`src/rtl/serial_frame_tx.sv`:
```
// Framed parallel-to-serial transmitter: start 0, data, optional parity, stop 1.
// Define SERIAL_FRAME_TX_PARITY_EN to insert an even-parity bit after the data.
module serial_frame_tx #(
    parameter int NUM_BITS     = 8,
    parameter int SHIFT_MSB    = 1,
    parameter int CLKS_PER_BIT = 4
) (
    input  logic                clk,
    input  logic                n_rst,
    input  logic [NUM_BITS-1:0] tx_data,
    input  logic                tx_valid,
    output logic                tx_ready,
    output logic                serial_out,
    output logic                tx_busy,
    output logic                frame_done
);

    localparam int TW = (CLKS_PER_BIT > 1) ? $clog2(CLKS_PER_BIT) : 1;
    localparam int CW = (NUM_BITS > 1) ? $clog2(NUM_BITS) : 1;
    localparam logic [TW-1:0] T_MAX = TW'(CLKS_PER_BIT - 1);
    localparam logic [CW-1:0] C_MAX = CW'(NUM_BITS - 1);
    localparam logic [NUM_BITS-1:0] TOP_ONE = NUM_BITS'(1) << (NUM_BITS - 1);

`ifdef SERIAL_FRAME_TX_PARITY_EN
    typedef enum logic [2:0] {IDLE, START, DATA, PARITY, STOP} state_t;
`else
    typedef enum logic [2:0] {IDLE, START, DATA, STOP} state_t;
`endif

    state_t              state_q, state_d;
    logic [TW-1:0]       timer_q, timer_d;
    logic [CW-1:0]       cnt_q, cnt_d;
    logic [NUM_BITS-1:0] shift_q, shift_d;
    logic                serial_out_q, serial_out_d;
    logic                tx_ready_q, tx_ready_d;
    logic                tx_busy_q, tx_busy_d;
    logic                frame_done_q, frame_done_d;
`ifdef SERIAL_FRAME_TX_PARITY_EN
    logic                parity_q, parity_d;
`endif

    logic [NUM_BITS-1:0] shift_nx;
    logic                head_q, head_nx, bit_end;

    always_comb begin
        if (SHIFT_MSB != 0) begin
            shift_nx = (shift_q << 1) | NUM_BITS'(1);
            head_q   = shift_q[NUM_BITS-1];
            head_nx  = shift_nx[NUM_BITS-1];
        end else begin
            shift_nx = (shift_q >> 1) | TOP_ONE;
            head_q   = shift_q[0];
            head_nx  = shift_nx[0];
        end
    end

    assign bit_end = (timer_q == T_MAX);

    always_comb begin
        state_d      = state_q;
        timer_d      = bit_end ? '0 : timer_q + TW'(1);
        cnt_d        = cnt_q;
        shift_d      = shift_q;
        serial_out_d = serial_out_q;
        tx_ready_d   = 1'b0;
        tx_busy_d    = 1'b1;
        frame_done_d = 1'b0;
`ifdef SERIAL_FRAME_TX_PARITY_EN
        parity_d     = parity_q;
`endif
        unique case (state_q)
            IDLE: begin
                timer_d      = '0;
                cnt_d        = '0;
                serial_out_d = 1'b1;
                tx_ready_d   = 1'b1;
                tx_busy_d    = 1'b0;
                if (tx_valid && tx_ready_q) begin
                    shift_d      = tx_data;
`ifdef SERIAL_FRAME_TX_PARITY_EN
                    parity_d     = ^tx_data;
`endif
                    state_d      = START;
                    serial_out_d = 1'b0;
                    tx_ready_d   = 1'b0;
                    tx_busy_d    = 1'b1;
                end
            end
            START: begin
                if (bit_end) begin
                    state_d      = DATA;
                    serial_out_d = head_q;
                end
            end
            DATA: begin
                if (bit_end) begin
                    if (cnt_q == C_MAX) begin
                        cnt_d        = '0;
`ifdef SERIAL_FRAME_TX_PARITY_EN
                        state_d      = PARITY;
                        serial_out_d = parity_q;
`else
                        state_d      = STOP;
                        serial_out_d = 1'b1;
`endif
                    end else begin
                        cnt_d        = cnt_q + CW'(1);
                        shift_d      = shift_nx;
                        serial_out_d = head_nx;
                    end
                end
            end
`ifdef SERIAL_FRAME_TX_PARITY_EN
            PARITY: begin
                if (bit_end) begin
                    state_d      = STOP;
                    serial_out_d = 1'b1;
                end
            end
`endif
            STOP: begin
                if (bit_end) begin
                    state_d      = IDLE;
                    serial_out_d = 1'b1;
                    tx_ready_d   = 1'b1;
                    tx_busy_d    = 1'b0;
                    frame_done_d = 1'b1;
                end
            end
            default: begin
                state_d      = IDLE;
                serial_out_d = 1'b1;
                tx_ready_d   = 1'b1;
                tx_busy_d    = 1'b0;
            end
        endcase
    end

    always_ff @(posedge clk) begin
        if (!n_rst) begin
            state_q      <= IDLE;
            timer_q      <= '0;
            cnt_q        <= '0;
            shift_q      <= '1;
            serial_out_q <= 1'b1;
            tx_ready_q   <= 1'b1;
            tx_busy_q    <= 1'b0;
            frame_done_q <= 1'b0;
`ifdef SERIAL_FRAME_TX_PARITY_EN
            parity_q     <= 1'b0;
`endif
        end else begin
            state_q      <= state_d;
            timer_q      <= timer_d;
            cnt_q        <= cnt_d;
            shift_q      <= shift_d;
            serial_out_q <= serial_out_d;
            tx_ready_q   <= tx_ready_d;
            tx_busy_q    <= tx_busy_d;
            frame_done_q <= frame_done_d;
`ifdef SERIAL_FRAME_TX_PARITY_EN
            parity_q     <= parity_d;
`endif
        end
    end

    assign serial_out = serial_out_q;
    assign tx_ready   = tx_ready_q;
    assign tx_busy    = tx_busy_q;
    assign frame_done = frame_done_q;

endmodule

```
`config.mk`:
```
export PLATFORM = sky130hd
export DESIGN_NAME = serial_frame_tx
export DESIGN_NICKNAME = d
export VERILOG_FILES = /design/src/rtl/serial_frame_tx.sv
export SDC_FILE = /design/constraint.sdc
export NUM_CORES = 1
export LEC_CHECK = 0
export ABC_AREA = 1
export CAP_MARGIN = 20
export CORE_UTILIZATION = 64
export CTS_BUF_LIST = sky130_fd_sc_hd__clkbuf_8
export CTS_CLUSTER_DIAMETER = 30
export DETAILED_ROUTE_END_ITERATION = 6
export DONT_BUFFER_PORTS = 1
export HOLD_SLACK_MARGIN = 0.12
export PLACE_DENSITY = 0.8
export SYNTH_ARGS = -nofsm -noshare
export SYNTH_HDL_FRONTEND = slang
export SYNTH_SLANG_ARGS = --single-unit
```
`constraint.sdc`:
```
create_clock -name clk -period 2 [get_ports clk]
set_clock_uncertainty 0.2 [all_clocks]
set_input_delay 0.4 -clock clk [delete_from_list [all_inputs] [get_ports clk]]
set_output_delay 0.4 -clock clk [all_outputs]
set_load 0.05 [all_outputs]
```
-- Word-level counts from Yosys, hierarchy flattened
Index checks and enable logic that the tools add are counted.
- register bits: 20
- input port bits: 11
- output and inout port bits: 4
- logic and storage cells: 56
- add/subtract/negate cells: 2
- equal/unequal tests: 11
- multiplexer cells: 24
- bitwise gates (word level): 1
- reductions and logical operators: 10
- operator list (cell ; count):
    $mux W8 ; 3
    $mux W3 ; 7
    $pmux W8 S2 ; 1
    $ne A2 B2 Y1 const B ; 6
    $pmux W3 S4 ; 1
    $mux W1 ; 8
    $eq A3 B2 Y1 const B ; 2
    $pmux W1 S3 ; 2
    $pmux W3 S2 ; 1
    $reduce_and A5 Y1 ; 1
    $pmux W1 S4 ; 1
    $reduce_and A2 Y1 ; 2
    $reduce_and A4 Y1 ; 1
    $add A3 B1 Y3 const B ; 1
    $eq A3 B1 Y1 const B ; 1
    $eq A3 B3 Y1 const B ; 1
    $logic_not A3 Y1 ; 1
    $reduce_and A3 Y1 ; 1
    $reduce_or A3 Y1 ; 1
    $add A2 B1 Y2 const B ; 1
    $eq A2 B2 Y1 const B ; 1
    $reduce_bool A2 Y1 ; 1
    $reduce_or A2 Y1 ; 1
    $logic_and A1 B1 Y1 ; 1
    $not A1 Y1 ; 1

-- Longest topological paths before layout
Gate-level depths: netlist of the first run.
- depth in word-level cells: 4
- depth in mapped cells: 10
- gate-level depth less buffers: 9

-- Worst setup path before layout of the first run
No wires, ideal clock.
- path kind: reg-to-reg
- start point: register state_q[0]
- end point: register shift_q[0]
- library setup time: 0.130 ns
- arrival: 1.230 ns
- required time: 1.670 ns
- path slack: 0.440 ns
- stages on the path, launching flop included: 8
- buffers on the path: 2
- clock period less this slack: 1.560 ns
- cell sequence: dfxtp_1 > inv_1 > ha_1 > buf_6 > buf_6 > or2_0 > nand4_1 > nand3_1
- longest elaborated chain between the ends: 3
- elaborated cells between the ends (all ways): 8
- those cells by class: 4 x eq/ne; 1 x mux; 3 x reduce/logical
- ends and longest elaborated chain (element ; RTL line ; RTL):
    start: declaration ; 30 ; state_t state_q, state_d;
    start signal: assignment ; 153 ; state_q <= state_d;
    $eq A3 B2 Y1 / $logic_not A3 Y1 (equally long branches) ; 71 ; unique case (state_q)
    $ne A2 B2 Y1 (no line) / $reduce_bool A2 Y1 (equally long branches) ; -- ;
    $reduce_and A4 Y1 (no line) ; -- ;
    end signal: assignment ; 156 ; shift_q <= shift_d;
    end: declaration ; 33 ; logic [NUM_BITS-1:0] shift_q, shift_d;
Parallel ways exist; a longest one is shown, timed or not.
A chain may end at the register's enable or synchronous reset.

-- Final worst setup path of the first run
- start point: register state_q[0]
- end point: register shift_q[7]
Same word-level chain as after synthesis.

==> results of run 1 <==
layer usage:
layer,track usage,vias up
li1,-,469
met3,0.0733,3
met5,0,-
met4,0.100,0
met1,0.303,400
met2,0.394,15
worst max-delay path: cells and delay by family, from the launching register on:
| kind | cells | cell delay (ns) |
|---|---|---|
| flops | 1 | 0.38 |
| simple gates | 4 | 0.35 |
| buf+inv | 3 | 0.49 |
| fa+ha+maj | 1 | 0.31 |
synth_stat cells, drive strengths merged:
| library cell | instances |
|---|---|
| nand2 | 52 |
| clkbuf | 1 |
| o21a | 1 |
| nand3 | 14 |
| buf | 4 |
| nor2 | 14 |
| nand4 | 9 |
| ha | 9 |
| inv | 14 |
| o21ai | 2 |
| a21oi | 4 |
| or2 | 1 |
| dfxtp | 19 |
flip-flops by register name (all words and copies together) (netlist names):
register and flops:
tx_ready 1, shift_q 8, tx_busy 1, cnt_q 3
frame_done 1, timer_q 2, serial_out 1, state_q 2
cells in the final DEF, fill, tap and decap left out, types with 4 or more instances in the layout:
master / count
nand2_1: 49
buf_4: 4
nand4_1: 9
inv_1: 13
nand3_1: 12
ha_1: 9
dfxtp_1: 19
nor2_1: 13
a21oi_1: 4
cell type report:
class                   instances  area (um2)
well taps                      16        20.0
flip-flops and latches         19         380
fillers                       117         414
clock inverters                 1        3.75
multi-input cells             106         554
inverters                      14        52.6
clock buffers                   3        41.3
repair buffers                  5        40.0
stage by stage:
step                      worst slack [ns]  cell area [um2]  hold WS, ns
after floorplan                      0.440             1030        0.198
after global placement               0.297             1040        0.212
after detailed placement             0.219             1040        0.231
after CTS                            0.197             1090        0.126
after global routing                0.0421             1090        0.127
final                                0.198             1090        0.127
logic make-up after synthesis:
kind of cell	count (synthesis)
AND/OR/NAND/NOR	90
buffers and inverters	19
flip-flops	19
adder cells (fa/ha/maj)	9
AO/OA/AOI/OAI	7
what timing repair did:
item,in CTS,in global routing
resized for setup,0,0
hold buffers,1,0
hold endpoints to repair,14,0
worst paths after layout:
path	startpoint	to	slack (ns)	depth (start not counted)
worst max-delay path	state_q[0]$_SDFFE_PN0P_	shift_q[7]$_SDFFE_PN1P_	0.20	8
worst min-delay path	n_rst	cnt_q[2]$_SDFFE_PN0P_	0.13	2
worst max register to register	state_q[0]$_SDFFE_PN0P_	shift_q[7]$_SDFFE_PN1P_	0.20	8
worst min register to register	timer_q[0]$_SDFF_PP0_	timer_q[0]$_SDFF_PP0_	0.25	1
power by group:
part	internal (mW)	switching, mW
sequential	0.494	0.114
combinational	0.287	0.496
clock	0.137	0.124
==> impl_results.md, run 1 <==
- Total congestion overflow: 0
- Die height: 42.1 um
- Vias/cell: 5.41
- Tcrit/Tclk final: 0.901
- DR DRC count: 0
- Syn avg cell area: 7.15 um2
- Unique masters post-synth: 19
- Power density over the cells: 1510 nW/um2
- Area growth, synth to finish: 6.08%
- DR pass1 iterations: 6
- Status: complete, no violations
- CP Cell Sequence: inv_1 > ha_1 > buf_4 > inv_1 > nand2_1 > nand2_1 > nand4_1 > nand3_1
- WL/cell: 11.6 um
- Slew at the pin closest to its max-slew limit: 0.508 ns
- Ant. Diodes: 0
- Dpl hpwl: 1420 um
- Top Layer Used: met4
- Peak supply drop: 0.866 mV
- Number of buffers inserted during clock tree synthesis: 3
- Critical path arrival: 1.80 ns
- Hold Path Class: input port to flip-flop
- Final Max Tran Viols: 0
- Die width: 42.1 um
- Synthesized area: 1030 um2
- Seq cells post-synth: 19
- Largest family of logic cells by synthesized area: simple AND/OR/NAND/NOR gates
- CTS Root Cell: clkbuf_8
- Pin count of the biggest net entering global routing: 14
- RSZ-0062 raised after global routing: false
- Nets: 169
- Share of the synthesized area in the top cell type: 0.369
- Slowest CP cell: dfxtp_1
- Vias in the first global route: 814
- Leakage power: 0.577 nW
- Initial antenna violation count: 0
- Mapped Cells: 144
- Dpl cells: 159
- Post-CTS Setup Inserts: 0
- Setup TNS: 0 ns
- Number of hold violations in the final report: 0
- CP Class: flip-flop to flip-flop
- Minimum period implied by the final worst setup slack: 1.80 ns
- Metal3 WL: 97 um
- H-tree depth: 1
- Headroom to the max-slew limit: 0.661
- Core Footprint: 1510 um2
- Kind of end point of the critical path: flip-flop
- PortBufs: 0
- Final WL: 1900 um
- Max Fanout on Critical Path: 10
- Clk_lat worst skew: 0.25 ns
- Post-synth net total: 164
- Simple-gate area share of the yosys netlist: 0.389
- Top post-synthesis cells by area: dfxtp_1, nand2_1, ha_1
- Post-Route M1 WL: 867 um
- Met2 wire len: 907 um
- Antenna viol nets, final: 0
- Seq/Total Area, Yosys: 0.369
- Final core utilization: 0.725
- CTS tree: built
- Synth Area in Adders: 0.109
- Synthesis Warnings: 0
- First-pass GRT wire length: 3300 um
- Mux contribution to synthesized area: 0
- Clk sinks: 19
- Max-cap violations: 0
- Crit start category: flip-flop
- Power Total: 1.65 mW
- Initial Utilization: 0.684
- Layout cell share with drive strength beyond 1: 0.108
- Maximum single-stage delay on the critical path: 0.38 ns
- Final non-filler cell total: 164
- Global-route total usage across every layer: 0.244
- Clock Path Buffers: 2
- Synth area leader: dfxtp_1
- Clock-pin slew on the worst setup and hold paths: 0.07 ns
- Post-synthesis compound-gate area fraction: 0.0401
- # IOs: 15
- Die footprint: 1770 um2
- Iter 0 DRT Violations: 28
- Post-Synth XOR/XNOR Area: 0
- Placer Congestion: 0.909
- Rows: 14
- Endpoints failing setup: 0
- Peak Freq: 555 MHz
- DR vias: 887
- WP data required: 2.00 ns
Note: power is estimated with default switching activity, not from simulation.
==> inputs of run 2 (changes only) <==
--- a/config.mk
+++ b/config.mk
@@ -6,7 +6,7 @@
 export NUM_CORES = 1
 export LEC_CHECK = 0
 export ABC_AREA = 1
-export CAP_MARGIN = 20
+export CAP_MARGIN = 40
 export CORE_UTILIZATION = 64
 export CTS_BUF_LIST = sky130_fd_sc_hd__clkbuf_8
 export CTS_CLUSTER_DIAMETER = 30
==> results of run 2 <==
No change in the layout: final DEF, timing and power equal those of run 1.
